$ cat config.mk
export PLATFORM = sky130hd
export DESIGN_NAME = alu_req_arbiter
export DESIGN_NICKNAME = d
export VERILOG_FILES = /design/src/rtl/alu_pkg.sv /design/src/rtl/alu_req_arbiter_rr.sv /design/src/rtl/alu_req_arbiter.sv
export SDC_FILE = /design/constraint.sdc
export NUM_CORES = 1
export LEC_CHECK = 0
export ABC_AREA = 1
export CORE_ASPECT_RATIO = 1.4
export CORE_MARGIN = 8
export CORE_UTILIZATION = 43
export DETAILED_ROUTE_END_ITERATION = 10
export PLACE_DENSITY = 0.88
export SETUP_SLACK_MARGIN = 0.3
export SYNTH_ARGS = -nofsm -noshare
export SYNTH_HDL_FRONTEND = slang
export SYNTH_SLANG_ARGS = --single-unit
$ cat constraint.sdc
create_clock -name clk -period 1.8 [get_ports clk]
set_clock_uncertainty 0.1 [all_clocks]
set_input_delay 0.27 -clock clk [delete_from_list [all_inputs] [get_ports clk]]
set_output_delay 0.27 -clock clk [all_outputs]
set_load 0.05 [all_outputs]
$ cat src/rtl/alu_pkg.sv
// Shared definitions for the alu request arbiter: data width, alu opcode
// encodings and the arbiter FSM state encoding.
package alu_pkg;

  localparam int WIDTH = 16;

  localparam logic [3:0] OP_ADD = 4'b1111;
  localparam logic [3:0] OP_SUB = 4'b1110;
  localparam logic [3:0] OP_AND = 4'b1101;
  localparam logic [3:0] OP_OR  = 4'b1100;
  localparam logic [3:0] OP_MUL = 4'b0001;
  localparam logic [3:0] OP_SHL = 4'b1010;
  localparam logic [3:0] OP_SHR = 4'b1011;
  localparam logic [3:0] OP_SLT = 4'b1000;
  localparam logic [3:0] OP_SGT = 4'b1001;

  typedef enum logic [1:0] {
    IDLE = 2'd0,
    WAIT = 2'd1,
    RESP = 2'd2
  } state_t;

endpackage

$ cat src/rtl/alu_req_arbiter_rr.sv
// Two-way round-robin grant logic; the pointer register lives in the parent.
module rr_arbiter2 (
  input  logic [1:0] req,
  input  logic       pointer,
  output logic [1:0] grant
);

  always_comb begin
    // NOTE: default assignment first so every path drives grant and no latch is inferred.
    grant = 2'b00;
    case (req)
      2'b01:   grant = 2'b01;
      2'b10:   grant = 2'b10;
      2'b11:   grant = pointer ? 2'b10 : 2'b01;
      default: grant = 2'b00;
    endcase
  end

endmodule

$ cat src/rtl/alu_req_arbiter.sv
// Shares one combinational alu between two requesters with round-robin
// arbitration, registered alu operands and a settle delay before capture.
module alu_req_arbiter #(
  parameter int WIDTH         = alu_pkg::WIDTH,
  parameter int SETTLE_CYCLES = 1
) (
  input  logic             clk,
  input  logic             reset,
  input  logic [1:0]       req_valid,
  output logic [1:0]       req_ready,
  input  logic [WIDTH-1:0] req0_a,
  input  logic [WIDTH-1:0] req0_b,
  input  logic [3:0]       req0_op,
  input  logic [WIDTH-1:0] req1_a,
  input  logic [WIDTH-1:0] req1_b,
  input  logic [3:0]       req1_op,
  output logic [1:0]       resp_valid,
  input  logic [1:0]       resp_ready,
  output logic [WIDTH-1:0] resp_result,
  output logic             resp_zero,
  output logic [WIDTH-1:0] alu_a,
  output logic [WIDTH-1:0] alu_b,
  output logic [3:0]       alu_s,
  input  logic [WIDTH-1:0] alu_result,
  output logic             busy
);

  import alu_pkg::*;

  localparam int CW = (SETTLE_CYCLES > 1) ? $clog2(SETTLE_CYCLES) : 1;

  state_t           r_state;
  logic             r_pointer;
  logic             r_owner;
  logic [CW-1:0]    r_count;
  logic [WIDTH-1:0] r_alu_a;
  logic [WIDTH-1:0] r_alu_b;
  logic [3:0]       r_alu_s;
  logic [1:0]       r_resp_valid;
  logic [WIDTH-1:0] r_resp_result;
  logic             r_resp_zero;

  logic [1:0]       w_grant;
  logic             w_grant_idx;

  rr_arbiter2 u_rr (
    .req     (req_valid),
    .pointer (r_pointer),
    .grant   (w_grant)
  );

  assign w_grant_idx = w_grant[1];

  // Grant is only visible while idle, so at most one op is ever outstanding.
  assign req_ready   = (r_state == IDLE) ? w_grant : 2'b00;
  assign resp_valid  = r_resp_valid;
  assign resp_result = r_resp_result;
  assign resp_zero   = r_resp_zero;
  assign alu_a       = r_alu_a;
  assign alu_b       = r_alu_b;
  assign alu_s       = r_alu_s;
  assign busy        = (r_state != IDLE);

  // NOTE: sequential state uses non-blocking assignments so all registers update together at the edge.
  always_ff @(posedge clk) begin
    if (reset) begin
      r_state       <= IDLE;
      r_pointer     <= 1'b0;
      r_owner       <= 1'b0;
      r_count       <= '0;
      r_alu_a       <= '0;
      r_alu_b       <= '0;
      r_alu_s       <= 4'b0000;
      r_resp_valid  <= 2'b00;
      r_resp_result <= '0;
      r_resp_zero   <= 1'b0;
    end else begin
      case (r_state)
        IDLE: begin
          if (|req_valid) begin
            r_owner   <= w_grant_idx;
            r_pointer <= ~w_grant_idx;
            r_alu_a   <= w_grant_idx ? req1_a  : req0_a;
            r_alu_b   <= w_grant_idx ? req1_b  : req0_b;
            r_alu_s   <= w_grant_idx ? req1_op : req0_op;
            r_count   <= CW'(SETTLE_CYCLES - 1);
            r_state   <= WAIT;
          end
        end
        WAIT: begin
          if (r_count == '0) begin
            r_resp_result <= alu_result;
            r_resp_zero   <= (alu_result == '0);
            r_resp_valid  <= r_owner ? 2'b10 : 2'b01;
            r_state       <= RESP;
          end else begin
            r_count <= r_count - CW'(1);
          end
        end
        RESP: begin
          if (resp_ready[r_owner]) begin
            r_resp_valid <= 2'b00;
            r_state      <= IDLE;
          end
        end
        default: r_state <= IDLE;
      endcase
    end
  end

endmodule
==> metrics <==
status=complete, no violations; Hold WC Path Type=reg -> reg; pre-CTS setup slack=-0.0324 ns; Synth Warn #=0; Hold Buf Count CTS=0; Power Density=923 mW/mm2; Setup violations, final=0; drt wl/cell=15.3 um; total CTS buffers=9; Setup WS post-layout=0.226 ns; Syn Area/Cell=7.14 um2; launch point of the worst reg-to-reg path=r_state[1]; gr ovfl total=0; die height=113 um; Post-synth EDFFs=0; vias in the first global route=3,337; Fillers=539; FF+latch count, synth=59; share of layout cells above drive strength 1=0.279; H-tree depth=3; CTS Root Cell=clkbuf_8; DRT iter0 DRCs=131; dpl hpwl=7300 um; Slew @ Worst Pin=0.463 ns; leading area contributor after synthesis=dfxtp_1; clock buffer depth=2; core area=0.00653 mm2; placed inst area=0.00436 mm2; Gate Count Post-Synth=403; RSZ-0062 raised after global routing=yes; GRT Total Usage=0.200; VDD IR-drop max=0.609 mV; clock transition at the registers of the reported paths=0.07 ns; Vias/cell=5.07; global-route wire length before repair=15,700 um; CP Capture Type=output port; Mapped Area=0.00288 mm2; # diodes=0; nature of the critical path startpoint=register; Worst EP arrival=1.20 ns; Die W=85.1 um; initial antenna violation count=0; Metal-1 WL=3840 um; Setup CP Type=reg -> out; Max Cap Violations=0; final hold violations=0; Hold Crit Start=resp_zero; static leakage=2.14 nW; fin. max-slew vios=0; count leader, synth=nand2_1; DRT antenna net count=0; largest net degree at the start of global routing=32; GPL Wtd Cong=0.769; io pins=152; crit path max fanout=3; WHS Endpoint=resp_zero; Top Metal Used=met4; die area=0.00960 mm2; P&R area growth vs syn=61.0%; WL met3=692 um; Final Net Count=652; R2R depth=7; Final Cycle Share=0.875; WP data required=1.43 ns; sequential fraction of the synthesis area=0.410; Skew-Pair Late Insertion Delay=0.33 ns; fmax=635 MHz; Clock Sinks=59; DRT Wirelength=9720 um; final core utilization=0.710; Netlist cell types=24; Top FF cell, synth=dfxtp_1; reg2reg end=alu_a[10]; Hold Slack=0.373 ns; FFs w/ async S/R, synth=0; Buffers on Ports=151; r2r setup slk=0.37 ns; CP Launch Point=r_state[1]; synth cell count leaders=nand2_1 (89), dfxtp_1 (59), nor2_1 (45), nand4_1 (36), nand3_1 (32); Syn Nets=497; DRC Markers=0; min Tclk post-route=1.57 ns; first-pass detailed-route iteration total=4; met2 routed WL=4940 um; Slew HR=0.691; area share of the largest cell type after synthesis=0.410; design area=0.00463 mm2; top cells by area, synth=dfxtp_1 (41%), nand2_1 (12%), nand4_1 (7.8%), nor2_1 (5.9%), nand3_1 (5.6%); Initial Utilization=0.441; WHS Path Cells=2; Cell Rows=35; vias=3,229; TritonCTS clock tree=yes
## how the worst max path moves through the flow
stage / endpoint / slack (ns)
6_report: req_ready[0] / 0.23
5_1_grt: req_ready[0] / 0.16
4_1_cts: req_ready[0] / 0.19
3_5_place_dp: alu_a[10] / -0.03
3_3_place_gp: alu_b[12] / 0.02
2_1_floorplan: req_ready[0] / 0.32
## metal layers
metal | vias up | global-route usage
li1 | 1605 | -
met1 | 1480 | 0.214
met5 | - | 0
met3 | 18 | 0.0515
met4 | 0 | 0.106
met2 | 126 | 0.351
## sequential cells by signal, indices dropped and copies added, names as in the netlist
signal	flops
resp_valid	2
alu_a	16
resp_zero	1
alu_s	4
alu_b	16
resp_result	16
r_owner	1
r_pointer	1
r_state	2
## critical path: stages (launching register included)
cell and delay [ns]:
dfxtp_2 0.34, nor2_4 0.17, o21ai_4 0.09, nor2_4 0.12, buf_8 0.16
## area by class of cell
type,instances,area (um2),share of cell area
multi-input combinational,271,1380,0.297
clock buffer,11,141,0.0305
timing repair buffer,173,1620,0.350
clock inverter,5,52.6,0.0113
sequential,59,1180,0.256
tap,74,92.6,0.0200
inverter,44,165,0.0357
## kinds of logic (layout without fill, tap and decap cells)
family / count (synthesis) / count (layout) / share of synthesized area
flops: 59 / 59 / 0.410
simple gates: 225 / 225 / 0.362
buf+inv: 73 / 233 / 0.120
compound gates: 46 / 46 / 0.108
## power by group
| group | switching (mW) | internal (mW) |
|---|---|---|
| combinational | 0.956 | 0.610 |
| sequential | 0.0738 | 1.44 |
| clock | 0.526 | 0.670 |
## through the flow
| step | TNS (ns) | std cells | power [mW] |
|---|---|---|---|
| floorplan | 0 | 403 | 2.48 |
| global placement | 0 | 616 | 3.04 |
| detailed placement | -0.137 | 616 | 3.06 |
| CTS | 0 | 637 | 4.30 |
| global route | 0 | 637 | 4.49 |
| finish | 0 | 637 | 4.27 |
## repair_timing
action                                  4_1_cts  5_1_grt
gates resized for setup                       8        5
pin swaps                                     3        0
endpoints found under the setup margin       31       39
buffers inserted                              5        0
## cells in the final DEF (no fill, tap or decap), types with 18 or more instances in the layout
cell / n
nand3_1: 32
clkdlybuf4s50_1: 91
nand2_2: 18
nor2_1: 43
nand2_1: 89
a21oi_2: 18
inv_1: 19
nand4_1: 36
buf_4: 71
dfxtp_1: 57
No activity file was read; power rests on OpenSTA's default activity.
